File: src/rtl/noc_pkg.sv
// Shared types and lane geometry for the convolution NOC partial-sum path.
package noc_pkg;

    localparam int LANE_W    = 8;
    localparam int NUM_LANES = 5;

    typedef enum logic [2:0] {
        IDLE,
        ISSUE,
        WAIT,
        RETURN,
        ERR
    } arb_state_t;

endpackage

File: src/rtl/sync2.sv
// Two-flop synchroniser for toggle-style handshake signals, async active-low reset to 0.
module sync2 #(
    parameter int W = 1
) (
    input  logic         clk,
    input  logic         reset,
    input  logic [W-1:0] d,
    output logic [W-1:0] q
);

    logic [W-1:0] meta_p0;

    always_ff @(posedge clk or negedge reset) begin
        if (!reset) begin
            meta_p0 <= '0;
            q       <= '0;
        end else begin
            meta_p0 <= d;
            q       <= meta_p0;
        end
    end

endmodule

File: src/rtl/psum_arbiter.sv
// Round-robin arbiter sharing one two-phase lane-sum adder among NUM_REQ two-phase requesters.
module psum_arbiter
    import noc_pkg::*;
#(
    parameter int NUM_REQ   = 4,
    parameter int WIDTH_IN  = NUM_LANES * LANE_W,
    parameter int WIDTH_OUT = LANE_W,
    parameter int TIMEOUT   = 64
) (
    input  logic                         clk,
    input  logic                         reset,
    input  logic [NUM_REQ-1:0]           req_tgl,
    input  logic [NUM_REQ*WIDTH_IN-1:0]  req_data,
    output logic [NUM_REQ-1:0]           ack_tgl,
    output logic [WIDTH_OUT-1:0]         rsp_data,
    output logic [$clog2(NUM_REQ)-1:0]   rsp_id,
    output logic                         sum_req,
    output logic [WIDTH_IN-1:0]          sum_data,
    input  logic                         sum_done,
    input  logic [WIDTH_OUT-1:0]         sum_result,
    output logic                         sum_ack,
    output logic                         busy,
    output logic                         err,
    output logic [15:0]                  txn_count
);

    localparam int ID_W = $clog2(NUM_REQ);
    localparam int WD_W = $clog2(TIMEOUT) + 1;

    arb_state_t          state;
    logic [ID_W-1:0]     last;
    logic [ID_W-1:0]     gid;
    logic [WD_W-1:0]     wdog;
    logic [NUM_REQ-1:0]  req_sync;
    logic                sum_done_sync;
    logic [NUM_REQ-1:0]  pending;
    logic [ID_W:0]       grant;
    logic [ID_W-1:0]     grant_id;

    sync2 #(.W(NUM_REQ)) u_req_sync (
        .clk   (clk),
        .reset (reset),
        .d     (req_tgl),
        .q     (req_sync)
    );

    sync2 #(.W(1)) u_done_sync (
        .clk   (clk),
        .reset (reset),
        .d     (sum_done),
        .q     (sum_done_sync)
    );

    // Returns {found, id}: first pending requester after 'from', wrapping.
    function automatic logic [ID_W:0] rr_pick(input logic [NUM_REQ-1:0] pend,
                                              input logic [ID_W-1:0]    from);
        logic            found;
        logic [ID_W-1:0] pick;
        logic [ID_W-1:0] idx;
        found = 1'b0;
        pick  = '0;
        for (int k = 1; k <= NUM_REQ; k++) begin
            idx = ID_W'((int'(from) + k) % NUM_REQ);
            if (!found && pend[idx]) begin
                found = 1'b1;
                pick  = idx;
            end
        end
        return {found, pick};
    endfunction

    assign pending  = req_sync ^ ack_tgl;
    assign grant    = rr_pick(pending, last);
    assign grant_id = grant[ID_W-1:0];

    always_ff @(posedge clk or negedge reset) begin
        if (!reset) begin
            state     <= IDLE;
            last      <= ID_W'(NUM_REQ - 1);
            gid       <= '0;
            wdog      <= '0;
            ack_tgl   <= '0;
            rsp_data  <= '0;
            rsp_id    <= '0;
            sum_req   <= 1'b0;
            sum_data  <= '0;
            sum_ack   <= 1'b0;
            busy      <= 1'b0;
            err       <= 1'b0;
            txn_count <= '0;
        end else begin
            case (state)
                IDLE: begin
                    if (grant[ID_W]) begin
                        sum_data <= req_data[int'(grant_id)*WIDTH_IN +: WIDTH_IN];
                        gid      <= grant_id;
                        busy     <= 1'b1;
                        state    <= ISSUE;
                    end
                end
                // sum_data settled last cycle; now raise the request edge
                ISSUE: begin
                    sum_req <= ~sum_req;
                    wdog    <= '0;
                    state   <= WAIT;
                end
                WAIT: begin
                    if (sum_done_sync == sum_req) begin
                        rsp_data <= sum_result;
                        rsp_id   <= gid;
                        sum_ack  <= ~sum_ack;
                        state    <= RETURN;
                    end else if (wdog == WD_W'(TIMEOUT - 1)) begin
                        err          <= 1'b1;
                        rsp_data     <= '0;
                        rsp_id       <= gid;
                        ack_tgl[gid] <= ~ack_tgl[gid];
                        state        <= ERR;
                    end else begin
                        wdog <= wdog + 1'b1;
                    end
                end
                RETURN: begin
                    ack_tgl[gid] <= ~ack_tgl[gid];
                    last         <= gid;
                    txn_count    <= txn_count + 16'd1;
                    busy         <= 1'b0;
                    state        <= IDLE;
                end
                // Stalled adder: park here until reset, leaving its handshake untouched
                ERR: begin
                    state <= ERR;
                end
                default: begin
                    state <= IDLE;
                end
            endcase
        end
    end

endmodule

File: config.mk
export PLATFORM = sky130hd
export DESIGN_NAME = psum_arbiter
export DESIGN_NICKNAME = d
export VERILOG_FILES = /design/src/rtl/noc_pkg.sv /design/src/rtl/sync2.sv /design/src/rtl/psum_arbiter.sv
export SDC_FILE = /design/constraint.sdc
export NUM_CORES = 1
export LEC_CHECK = 0
export CAP_MARGIN = 20
export CORE_MARGIN = 3
export CORE_UTILIZATION = 45
export DETAILED_ROUTE_END_ITERATION = 8
export PLACE_DENSITY = 0.84
export SLEW_MARGIN = 20
export SYNTH_ARGS = -nofsm -noshare
export SYNTH_HDL_FRONTEND = slang
export SYNTH_SLANG_ARGS = --single-unit
File: constraint.sdc
create_clock -name clk -period 4.3 [get_ports clk]
set_input_delay 0.645 -clock clk [delete_from_list [all_inputs] [get_ports clk]]
set_output_delay 0.645 -clock clk [all_outputs]
set_load 0.02 [all_outputs]
# Word-level counts from Yosys, hierarchy flattened
# Index checks and enable logic that the tools add are counted.
# word_totals
word_cells	104
output_inout_bits	74
inputBits	175
ff_bits	98
# classes
shifts	1
mux	37
n_reduce_logical	20
mul	1
n_eq_ne	11
magnitude_cmp	6
add_sub_neg	6
bitwise	5
# ops
cell	n
160-bit by 9-bit variable part select with 40-bit output	1
16-bit by 1-bit adder with 16-bit output, second input constant	1
8-bit two-way mux	2
2-bit by 3-bit less-than comparator with 1-bit output, second input constant	5
7-bit two-way mux	2
7-bit one-hot mux with 2 select lines	1
2-bit two-way mux	6
3-bit one-hot mux with 4 select lines	1
1-bit two-way mux	11
1-bit binary-select mux with 2-bit select	5
2-bit AND reduction	5
3-bit two-way mux	3
3-bit AND reduction	3
4-bit two-way mux	2
2-bit inequality test, second input constant	4
4-bit one-hot mux with 2 select lines	1
2-bit nonzero test	4
7-bit by 1-bit adder with 7-bit output, second input constant	1
7-bit by 6-bit equality test with 1-bit output, second input constant	1
3-bit by 2-bit equality test with 1-bit output, second input constant	2
2-bit by 3-bit multiplier with 5-bit output, second input constant	1
2-bit by 1-bit adder with 2-bit output, second input constant	2
2-bit adder, second input constant	2
4-bit bitwise mux	1
other kinds (12)	20

# Logic depth before layout (Yosys ltp)
# Gate-level depths: netlist of the first run.
# depth
ltp_word	15
mapped_depth	7
ltp_nobuf	6

# Modules after synthesis
# Synthesis of the first run repeated with hierarchy kept, for this count alone.
# unflattened
hier_cells	430
hier_area_um2	4858.4
# modules_own_cells
mod	seq_area_each_um2	n_inst	cells_each	area_each_um2
psum_arbiter	2204.6	1	420	4608.2
sync2 at u_req_sync	200.2	1	8	200.2
sync2 at u_done_sync	50.0	1	2	50.0

# Worst setup path after synthesis of the first run
# OpenSTA, ideal clock, no wires.
# synth_path
path_type	register -> register
start	register ack_tgl[2]
end	register sum_data[0]
path_slack_ps	2376
setup_time_ps	133
t_arrival_ps	1791
stages_incl_launch_ff	8
path_buffers	2
required_ps	4167
period_less_slack_ps	1924
path_cell_list	dfrtp_1 > xor2_1 > o21ai_1 > a221oi_2 > buf_6 > buf_6 > mux2i_1 > o221ai_2
# synth_between
elab_chain_cells	15
word_cells_on_any_way	26
cone_classes	mul (1); shift (1); mux (16); bitwise (1); reduce/logical (7)
# synth_rtl
item	line	text
start: declaration	psum_arbiter.sv:14	output logic [NUM_REQ-1:0] ack_tgl,
start signal: indexed assignment	psum_arbiter.sv:117	ack_tgl[gid] <= ~ack_tgl[gid];
start signal: indexed assignment	psum_arbiter.sv:124	ack_tgl[gid] <= ~ack_tgl[gid];
4-bit bitwise XOR *	psum_arbiter.sv:72	assign pending = req_sync ^ ack_tgl;
1-bit binary-select mux with 2-bit select	psum_arbiter.sv:64	if (!found && pend[idx]) begin
1-bit two-way mux (not written as such)	psum_arbiter.sv:64	
1-bit two-way mux	psum_arbiter.sv:64	
1-bit logical NOT	psum_arbiter.sv:64	
1-bit logical AND	psum_arbiter.sv:64	
1-bit two-way mux	psum_arbiter.sv:64	
1-bit logical NOT	psum_arbiter.sv:64	
1-bit logical AND	psum_arbiter.sv:64	
1-bit two-way mux	psum_arbiter.sv:64	
1-bit logical NOT	psum_arbiter.sv:64	
1-bit logical AND	psum_arbiter.sv:64	
2-bit two-way mux	psum_arbiter.sv:64	
2-bit by 3-bit multiplier with 5-bit output	psum_arbiter.sv:95	sum_data <= req_data[int'(grant_id)*WIDTH_IN +: WIDTH_IN];
160-bit by 9-bit variable part select with 40-bit output	psum_arbiter.sv:95	
end signal: assignment	psum_arbiter.sv:95	
end: declaration	psum_arbiter.sv:18	output logic [WIDTH_IN-1:0] sum_data,
# Mark *: on every way between the ends. The rest lies on a longest branch, timed or not. The select of a mux whose other input is x is not followed.
# A chain may end at the register's enable or synchronous reset.

# Worst setup path in the final report of the first run
# layout_path
start	register ack_tgl[3]
end	register sum_data[7]
# The elaborated chain is that of the path after synthesis.

==> results of run 1 <==
## per-layer routing
| layer | share of wire, % | up-vias | track usage (%) |
|---|---|---|---|
| li1 | - | 2034 | - |
| met1 | 37 | 2102 | 30.0 |
| met2 | 53 | 160 | 45.7 |
| met3 | 7.1 | 28 | 6.10 |
| met4 | 2.5 | 0 | 7.85 |
| met5 | 0 | - | 0 |
## how the worst max path moves through the flow
| stage | start | to | cells after the start |
|---|---|---|---|
| finish | ack_tgl[3]$_DFFE_PN0P_ | sum_data[7]$_DFFE_PN0P_ | 6 |
| global placement | ack_tgl[3]$_DFFE_PN0P_ | sum_data[31]$_DFFE_PN0P_ | 6 |
| detailed placement | ack_tgl[3]$_DFFE_PN0P_ | sum_data[7]$_DFFE_PN0P_ | 6 |
| CTS | ack_tgl[3]$_DFFE_PN0P_ | sum_data[7]$_DFFE_PN0P_ | 6 |
| floorplan | ack_tgl[2]$_DFFE_PN0P_ | sum_data[0]$_DFFE_PN0P_ | 7 |
| global route | state[2]$_DFFE_PN0P_ | sum_data[7]$_DFFE_PN0P_ | 5 |
## layout make-up
| class | count | share of cell area [%] |
|---|---|---|
| clock buffer | 11 | 2.92 |
| inverter | 5 | 0.236 |
| sequential | 98 | 30.8 |
| clock inverter | 5 | 0.487 |
| timing repair buffer | 253 | 31.8 |
| tap | 140 | 2.20 |
| multi-input combinational | 294 | 31.5 |
## where the power goes
part           switching (mW)  internal [mW]
Clock                   0.339          0.396
Sequential              0.237           1.27
Combinational            1.90           1.58
Total                    2.47           3.25
## flip-flops by register name, indices dropped and copies added (netlist names)
name / flops
u_req_sync.meta_p0: 4
ack_tgl: 4
gid: 2
rsp_data: 8
u_req_sync.q: 4
state: 3
wdog: 7
busy: 1
txn_count: 16
err: 1
u_done_sync.q: 1
rsp_id: 2
sum_data: 40
u_done_sync.meta_p0: 1
sum_ack: 1
sum_req: 1
last: 2
## synthesized netlist by cell type, drive strengths merged, types with 5 or more instances
master	count
xnor2	18
buf	18
nand2	59
o221ai	40
inv	5
a22o	8
mux2i	82
nor3	7
o21ai	14
nor2	9
xor2	12
dfrtp	96
nand4	5
## metrics by stage
step	cell area [sq um]	utilization (%)
3_3_place_gp	7690	69.4
5_1_grt	7960	71.8
6_report	7960	71.8
2_1_floorplan	5200	-
4_1_cts	7960	71.8
3_5_place_dp	7690	69.4
## logic make-up after synthesis
family / share of synthesized area, %
flip-flops: 47.2
XOR/XNOR: 5.34
multiplexers: 16.0
adder cells (fa/ha/maj): 0.481
AO/OA/AOI/OAI: 16.2
AND/OR/NAND/NOR: 9.55
buffers and inverters: 5.27
## critical path, cell delays in order, from the launching register on
cell and delay, ns:
dfrtp_1 0.45, xor2_2 0.32, o21ai_0 0.15, a21oi_1 0.31, or3_2 0.63, buf_4 0.47, o221ai_2 0.16
==> results.py, run 1 <==
metrics = {
    "sta": {
        "drv_slew": 0,
        "setup_viol": 0,
        "layout_setup_ws_ns": 1.66,
        "fmax_mhz": 379,
        "final_hold_viol_count": 0,
        "finalCriticalPeriod_ns": 2.64,
        "finalSetupTns_ns": 0,
        "fin_skew_ns": 0.00693,
        "whs_ns": 0.356,
        "worst_pin_slew_ns": 0.886,
        "fin_crit_sh_pct": 61.4,
        "rsz0062_at_grt": "no",
        "relSlewSlack_pct": 40.8,
    },
    "detailed_routing": {
        "vias_per_cell": 5.36,
        "wl_mm": 16.2,
        "firstDrtPassIters": 4,
        "route.detailed.drc": 0,
        "drt_iter0_markers": 199,
        "post_drt_wl_per_cell_um": 20.2,
        "postRouteAntennaNets": 0,
        "vias": 4324,
    },
    "power": {
        "p_leak_nw": 3.34,
        "ir_drop_mv": 0.516,
        "power.total_mw": 5.72,
        "power_density_mw_per_mm2": 719,
    },
    "die": {
        "rows": 38,
        "die_area_sq_mm": 0.0129,
        "start_util_pct": 47.0,
        "fp.dieH_um": 114,
        "pin_count": 249,
        "fp.dieW_um": 114,
        "fp.coreArea_sq_mm": 0.0111,
    },
    "clock_tree": {
        "clock-sinks": 98,
        "cts_tree": "done",
        "cts_root_buf": "clkbuf_16",
        "cts_max_level": 3,
        "cts_buffer_depth": 2,
        "post_cts_buffers": 0,
        "cts_resized": 0,
        "clkLatencyLatePin_ns": 0.33,
        "clk_pin_slew_ns": 0.07,
        "hold_buffers": 0,
        "numCtsBuffers": 9,
    },
    "cells_and_area": {
        "nFillCells": 821,
        "register_area_sq_mm": 0.00245,
        "fin_nets": 838,
        "drive_above_1_share_pct": 11.3,
        "final_common_cell": "clkdlybuf4s50_1",
        "syn2layout_area_growth_pct": 52.9,
        "stdcell_count": 806,
        "multi_input_area_sq_mm": 0.00251,
        "antenna_cells": 0,
        "final_cell_mix": "247 x clkdlybuf4s50_1, 96 x dfrtp_1, 82 x mux2i_1",
    },
    "global_routing": {
        "grt_max_degree": 82,
        "track_usage_pct": 25.4,
        "antenna_found_initial": 0,
        "grt-ovfl-total": 0,
        "grt_pass1_wl_mm": 25.7,
        "grt_pass1_vias": 4598,
    },
    "placed_design": {
        "globalplace.congestion": 0.863,
        "dp_slack_ns": 1.67,
        "hpwl_mm": 12.7,
        "dp_cells": 790,
        "io_buffers": 248,
    },
    "synth": {
        "syn_avg_cell_area_sq_um": 12.4,
        "synth-seq-area-share_pct": 47.2,
        "synth_flop_cell": "dfrtp_1",
        "netlist_area_sq_mm": 0.00520,
        "synth_edf_count": 0,
        "synth_top_area_share_pct": 46.2,
        "ys_types": 46,
        "netlist_top_cells_area": "dfrtp_1 46%, mux2i_1 16%, o221ai_2 12%",
        "async_flop_share_pct": 100,
        "synth-seq-cells": 98,
        "yosysTopAreaCell": "dfrtp_1",
        "yosys_warnings": 0,
        "syn_inst": 421,
        "syn-num-nets": 598,
    },
    "worst_setup_path": {
        "r2r_setup_slack_ns": 1.66,
        "crit_required_ns": 4.50,
        "critPathLaunchType": "register",
        "r2r_end": "sum_data[7]$_DFFE_PN0P_",
        "end_kind": "register",
        "r2r-start": "ack_tgl[3]$_DFFE_PN0P_",
        "rr_worst_depth": 6,
        "cp_max_fo": 21,
        "crit_type": "reg2reg",
        "critPathArrivalTime_ns": 2.83,
    },
    "min_path": {
        "min_to": "u_req_sync.q[0]$_DFF_PN0_",
        "hold_path_class": "reg2reg",
        "min_path_cells": 0,
        "hp-start": "u_req_sync.meta_p0[0]$_DFF_PN0_",
    },
    "status": {
        "status": "finished, final reports clean",
    },
    "job": {
        "drv_cap": 0,
    },
}
Power figures use the tool's default switching activity.
==> run 2, diff against run 1 <==
--- a/config.mk
+++ b/config.mk
@@ -7,9 +7,9 @@
 export LEC_CHECK = 0
 export CAP_MARGIN = 20
 export CORE_MARGIN = 3
-export CORE_UTILIZATION = 45
+export CORE_UTILIZATION = 37
 export DETAILED_ROUTE_END_ITERATION = 8
-export PLACE_DENSITY = 0.84
+export PLACE_DENSITY = 0.74
 export SLEW_MARGIN = 20
 export SYNTH_ARGS = -nofsm -noshare
 export SYNTH_HDL_FRONTEND = slang
==> constraint.sdc (replaced) <==
create_clock -name clk -period 2.3 [get_ports clk]
set_input_delay 0.345 -clock clk [delete_from_list [all_inputs] [get_ports clk]]
set_output_delay 0.345 -clock clk [all_outputs]
set_load 0.02 [all_outputs]
==> results.py, run 2 (synthesis results as in run 1) <==
metrics = {
    "status": {
        "status": "finished, final reports clean",
    },
    "detailed_routing": {
        "firstDrtPassIters": 4,
        "postRouteAntennaNets": 0,
        "route.detailed.drc": 0,
        "vias_per_cell": 5.05,
        "post_drt_wl_per_cell_um": 18.8,
        "vias": 4315,
        "drt_iter0_markers": 160,
        "wl_mm": 16.1,
    },
    "cells_and_area": {
        "largest_registers": "sum_data (40), txn_count (16), rsp_data (8)",
        "antenna_cells": 0,
        "stdcell_count": 854,
        "top_register": "sum_data",
        "final_common_cell": "clkdlybuf4s50_1",
        "drive_above_1_share_pct": 13.4,
        "syn2layout_area_growth_pct": 58.6,
        "stdcell_area_sq_mm": 0.00825,
        "largest_register_ff_count": 40,
        "fin_nets": 850,
        "nFillCells": 1067,
        "final_cell_mix": "247 x clkdlybuf4s50_1, 95 x dfrtp_1, 81 x mux2i_1",
        "final_util_pct": 61.1,
    },
    "sta": {
        "worst_pin_slew_ns": 0.864,
        "fin_skew_ns": 0.0109,
        "drv_slew": 0,
        "finalSetupTns_ns": 0,
        "fmax_mhz": 462,
        "relSlewSlack_pct": 42.2,
        "finalCriticalPeriod_ns": 2.17,
        "setup_viol": 0,
        "fin_crit_sh_pct": 94.1,
        "final_hold_viol_count": 0,
        "layout_setup_ws_ns": 0.135,
        "whs_ns": 0.349,
    },
    "global_routing": {
        "grt_max_degree": 46,
        "grt_pass1_wl_mm": 25.3,
        "grt-ovfl-total": 0,
        "antenna_found_initial": 0,
        "track_usage_pct": 20.3,
        "grt_pass1_vias": 4511,
    },
    "die": {
        "rows": 42,
        "fp.dieH_um": 125,
        "start_util_pct": 38.5,
        "fp.dieW_um": 125,
        "fp.coreArea_sq_mm": 0.0135,
        "pin_count": 249,
        "die_area_sq_mm": 0.0155,
    },
    "clock_tree": {
        "clkLatencyLatePin_ns": 0.35,
        "cts_buffer_depth": 2,
        "cts_tree": "done",
        "clk_pin_slew_ns": 0.08,
        "cts_root_buf": "clkbuf_16",
        "clock-sinks": 98,
        "numCtsBuffers": 9,
        "cts_max_level": 3,
    },
    "placed_design": {
        "dp_slack_ns": 0.0923,
        "io_buffers": 248,
        "hpwl_mm": 11.9,
        "dp_cells": 835,
        "place_area_sq_mm": 0.00785,
        "globalplace.congestion": 0.864,
    },
    "worst_setup_path": {
        "worstSetupStartpoint": "u_req_sync.q[3]$_DFF_PN0_",
        "crit_required_ns": 2.52,
        "critPathLaunchType": "register",
        "r2r_setup_slack_ns": 0.13,
        "end_kind": "register",
        "cp_max_fo": 22,
        "path_buf_inv": 2,
        "path_cells": "xor2_4, a211oi_1, a221oi_4, buf_4, buf_12, mux2i_1, o221ai_2",
        "crit_type": "reg2reg",
        "critPathArrivalTime_ns": 2.39,
        "cp_slowest_cell": "dfrtp_1",
        "max_stage_delay_ns": 0.46,
        "cpLargestDelayFamily": "compound AO/OA/AOI/OAI gates",
        "r2r-start": "u_req_sync.q[3]$_DFF_PN0_",
    },
    "min_path": {
        "hold_path_class": "reg2reg",
        "hp-start": "u_req_sync.meta_p0[0]$_DFF_PN0_",
    },
    "power": {
        "p_leak_nw": 3.47,
        "power.total_mw": 11.4,
        "power_density_mw_per_mm2": 1380,
        "ir_drop_mv": 0.862,
    },
    "job": {
        "drv_cap": 0,
    },
}
[run 2: power by group]
| part | leakage [nW] | internal [mW] | switching (mW) |
|---|---|---|---|
| Clock | 0.163 | 0.975 | 0.693 |
| Sequential | 1.23 | 2.38 | 0.451 |
| Combinational | 2.08 | 3.27 | 3.60 |
[run 2: worst paths after layout]
path,end,depth (start not counted)
setup / recovery,sum_data[36]$_DFFE_PN0P_,7
min in group asynchronous,sum_data[20]$_DFFE_PN0P_,2
max in group asynchronous,last[0]$_DFFE_PN1N_,3
hold / removal,u_req_sync.q[0]$_DFF_PN0_,0
hold reg to reg,u_req_sync.q[0]$_DFF_PN0_,0
setup reg to reg,sum_data[36]$_DFFE_PN0P_,7
[run 2: area by class of cell]
cell class	instances	area, sq um	share of cell area (%)
sequential	98	2460	29.8
multi-input combinational	294	2530	30.7
clock buffer	9	225	2.73
clock inverter	7	106	1.29
inverter	5	18.8	0.227
tap	176	220	2.67
timing repair buffer	265	2700	32.7
[run 2: layer usage]
metal	vias to the layer above	global-route usage [%]	share of wire (%)
met1	2089	25.1	41
met4	0	5.42	2.1
met3	24	6.00	5.4
met2	147	34.7	51
met5	-	0	0
li1	2055	-	-
[run 2: what timing repair did]
item	in CTS	in global routing
endpoints found under the hold margin	37	0
gates resized for setup	0	9
hold buffers	1	0
endpoints found under the setup margin	0	36
setup buffers	0	1
==> run 3, diff against run 2 <==
--- a/config.mk
+++ b/config.mk
@@ -5,12 +5,14 @@
 export SDC_FILE = /design/constraint.sdc
 export NUM_CORES = 1
 export LEC_CHECK = 0
-export CAP_MARGIN = 20
+export ABC_AREA = 1
+export CAP_MARGIN = 0
 export CORE_MARGIN = 3
-export CORE_UTILIZATION = 37
+export CORE_UTILIZATION = 40
 export DETAILED_ROUTE_END_ITERATION = 8
-export PLACE_DENSITY = 0.74
+export PLACE_DENSITY = 0.75
 export SLEW_MARGIN = 20
 export SYNTH_ARGS = -nofsm -noshare
 export SYNTH_HDL_FRONTEND = slang
 export SYNTH_SLANG_ARGS = --single-unit
+export TNS_END_PERCENT = 100
==> results.py, run 3 <==
metrics = {
    "synth": {
        "yosysTopAreaCell": "dfrtp_1",
        "syn_avg_cell_area_sq_um": 6.74,
        "synth_flop_cell": "dfrtp_1",
        "netlist_area_sq_mm": 0.00618,
        "synth_edf_count": 0,
        "ys_types": 32,
        "yosysMostFrequentCell": "nand2_1",
        "synth_top_area_share_pct": 38.9,
        "synth-seq-cells": 98,
        "netlist_top_cells_area": "dfrtp_1 39%, nand2_1 18%, nand3_1 15%",
        "synthTopCellsByCount": "295 x nand2_1, 187 x nand3_1, 181 x inv_1",
        "synth-seq-area-share_pct": 39.7,
        "syn-num-nets": 1094,
        "async_flop_share_pct": 100,
        "yosys_warnings": 0,
        "syn_inst": 917,
    },
    "sta": {
        "drv_slew": 0,
        "fin_skew_ns": 0.00943,
        "fin_crit_sh_pct": 95.3,
        "final_hold_viol_count": 0,
        "setup_viol": 0,
        "fmax_mhz": 456,
        "relSlewSlack_pct": 48.2,
        "worst_pin_slew_ns": 0.777,
        "finalCriticalPeriod_ns": 2.19,
    },
    "global_routing": {
        "grt_max_degree": 57,
        "grt_pass1_vias": 6110,
        "antenna_found_initial": 1,
        "grt_pass1_wl_mm": 30.3,
        "track_usage_pct": 22.3,
        "grt-ovfl-total": 0,
    },
    "worst_setup_path": {
        "cp_max_fo": 21,
        "crit_required_ns": 2.54,
        "r2r-start": "last[0]$_DFFE_PN1N_",
        "path_buf_inv": 2,
        "crit_type": "reg2reg",
        "critPathArrivalTime_ns": 2.43,
        "critPathLaunchType": "register",
        "cpLargestDelayFamily": "simple AND/OR/NAND/NOR gates",
        "cp_slowest_cell": "dfstp_2",
        "end_kind": "register",
        "worstSetupStartpoint": "last[0]$_DFFE_PN1N_",
        "max_stage_delay_ns": 0.57,
        "path_cells": "buf_12, xor2_4, nand3_1, nand2_1, nand2_2, nand2_2, nand2_2, nand2_8, nand2_8, buf_12, or2_1, nand3_1, nand3_1",
    },
    "die": {
        "start_util_pct": 41.8,
        "fp.dieW_um": 130,
        "fp.coreArea_sq_mm": 0.0148,
        "die_area_sq_mm": 0.0170,
        "rows": 44,
        "pin_count": 249,
        "fp.dieH_um": 130,
    },
    "cells_and_area": {
        "syn2layout_area_growth_pct": 54.6,
        "nFillCells": 1302,
        "largest_registers": "sum_data (40), txn_count (16), rsp_data (8)",
        "final_common_cell": "nand2_1",
        "drive_above_1_share_pct": 6.32,
        "stdcell_area_sq_mm": 0.00956,
        "largest_register_ff_count": 40,
        "final_cell_mix": "290 x nand2_1, 247 x clkdlybuf4s50_1, 185 x nand3_1",
        "antenna_cells": 0,
        "fin_nets": 1342,
        "multi_input_area_sq_mm": 0.00287,
        "final_util_pct": 64.5,
        "top_register": "sum_data",
        "register_area_sq_mm": 0.00245,
    },
    "power": {
        "power_frac_clock_pct": 9.4,
        "power_density_mw_per_mm2": 1730,
        "power.total_mw": 16.5,
        "swShare_pct": 48.7,
        "p_int_mw": 8.48,
        "p_leak_nw": 5.05,
        "p_switching_mw": 8.04,
        "seqPwrFrac_pct": 17.4,
        "ir_drop_mv": 1.24,
        "combPwrFrac_pct": 73.2,
    },
    "detailed_routing": {
        "wl_mm": 20.2,
        "route.detailed.drc": 0,
        "vias_per_cell": 4.86,
        "firstDrtPassIters": 5,
        "drt_iter0_markers": 391,
        "post_drt_wl_per_cell_um": 14.9,
        "postRouteAntennaNets": 0,
        "vias": 6577,
    },
    "placed_design": {
        "hpwl_mm": 14.4,
        "globalplace.congestion": 0.898,
        "place_area_sq_mm": 0.00894,
        "io_buffers": 248,
    },
    "min_path": {
        "hold_path_class": "in2async",
    },
    "status": {
        "status": "finished, final reports clean",
    },
    "clock_tree": {
        "cts_tree": "done",
        "clock-sinks": 98,
        "clk_pin_slew_ns": 0.07,
        "clkLatencyLatePin_ns": 0.35,
        "cts_root_buf": "clkbuf_16",
        "numCtsBuffers": 9,
        "cts_max_level": 3,
        "cts_buffer_depth": 2,
    },
    "job": {
        "drv_cap": 0,
    },
}
[run 3: repair_timing]
item                                    CTS  global route
setup buffers                             2             4
pin swaps                                 0             6
gates cloned                              0             8
endpoints found under the setup margin    4            40
resized for setup                         0            17
hold buffers                              0             0
[run 3: layout make-up]
cell class / count / share of cell area (%)
Clock buffer: 10 / 2.40
Clock inverter: 6 / 0.772
Inverter: 186 / 7.33
Multi-Input combinational cell: 589 / 30.1
Sequential cell: 98 / 25.7
Tap cell: 184 / 2.41
Timing Repair Buffer: 281 / 31.4
[run 3: worst paths after layout]
kind / end / cells past startpoint / slack, ns
max: sum_data[34]$_DFFE_PN0P_ / 13 / 0.11
min: sum_data[15]$_DFFE_PN0P_ / 1 / 0.03
max reg2reg: sum_data[34]$_DFFE_PN0P_ / 13 / 0.11
min reg2reg: u_req_sync.q[3]$_DFF_PN0_ / 0 / 0.35
max in group asynchronous: sum_data[22]$_DFFE_PN0P_ / 2 / 1.56
min in group clk: u_req_sync.q[3]$_DFF_PN0_ / 0 / 0.35
[run 3: worst reg2reg max path: cells and delay by family (launching register included)]
kind                      cells  cell delay [ns]
and+or+nand+nor              10             1.03
xor gates and xnor gates      1             0.17
DFF                           1             0.57
buffers and inverters         2             0.31
[run 3: cells by family after synthesis]
kind of cell | after synthesis | share of synthesized area, %
buffers and inverters | 231 | 15.9
DFF | 98 | 39.7
and+or+nand+nor | 528 | 37.0
AOI/OAI and AO/OA | 36 | 3.60
adders and majority gates | 2 | 0.405
xor gates and xnor gates | 22 | 3.36
[run 3: metrics by stage]
step	setup slack (ns)	cells	TNS, ns	hold WS, ns
after floorplan	0.360	917	0	0.0494
after global placement	0.00249	1324	0	0.334
after detailed placement	-0.0368	1324	-0.0829	0.335
after CTS	0.0325	1342	0	0.0792
after global routing	-0.0386	1354	-0.129	0.0874
final	0.109	1354	0	0.0323
[run 3: routing by layer]
layer | track usage, % | part of all wire (%) | up-vias
li1 | - | - | 3298
met5 | 0 | 0.044 | -
met2 | 37.7 | 50 | 210
met3 | 6.14 | 6.8 | 31
met4 | 7.08 | 2.4 | 2
met1 | 27.9 | 41 | 3036
[run 3: power by group through the flow]
stage          sequential [mW]  combinational (mW)  clock [mW]
2_1_floorplan             3.41                6.62           0
3_3_place_gp              2.89                10.5           0
3_5_place_dp              2.89                10.6           0
4_1_cts                   2.86                10.7        1.60
5_1_grt                   2.95                13.4        1.66
6_report                  2.87                12.1        1.56
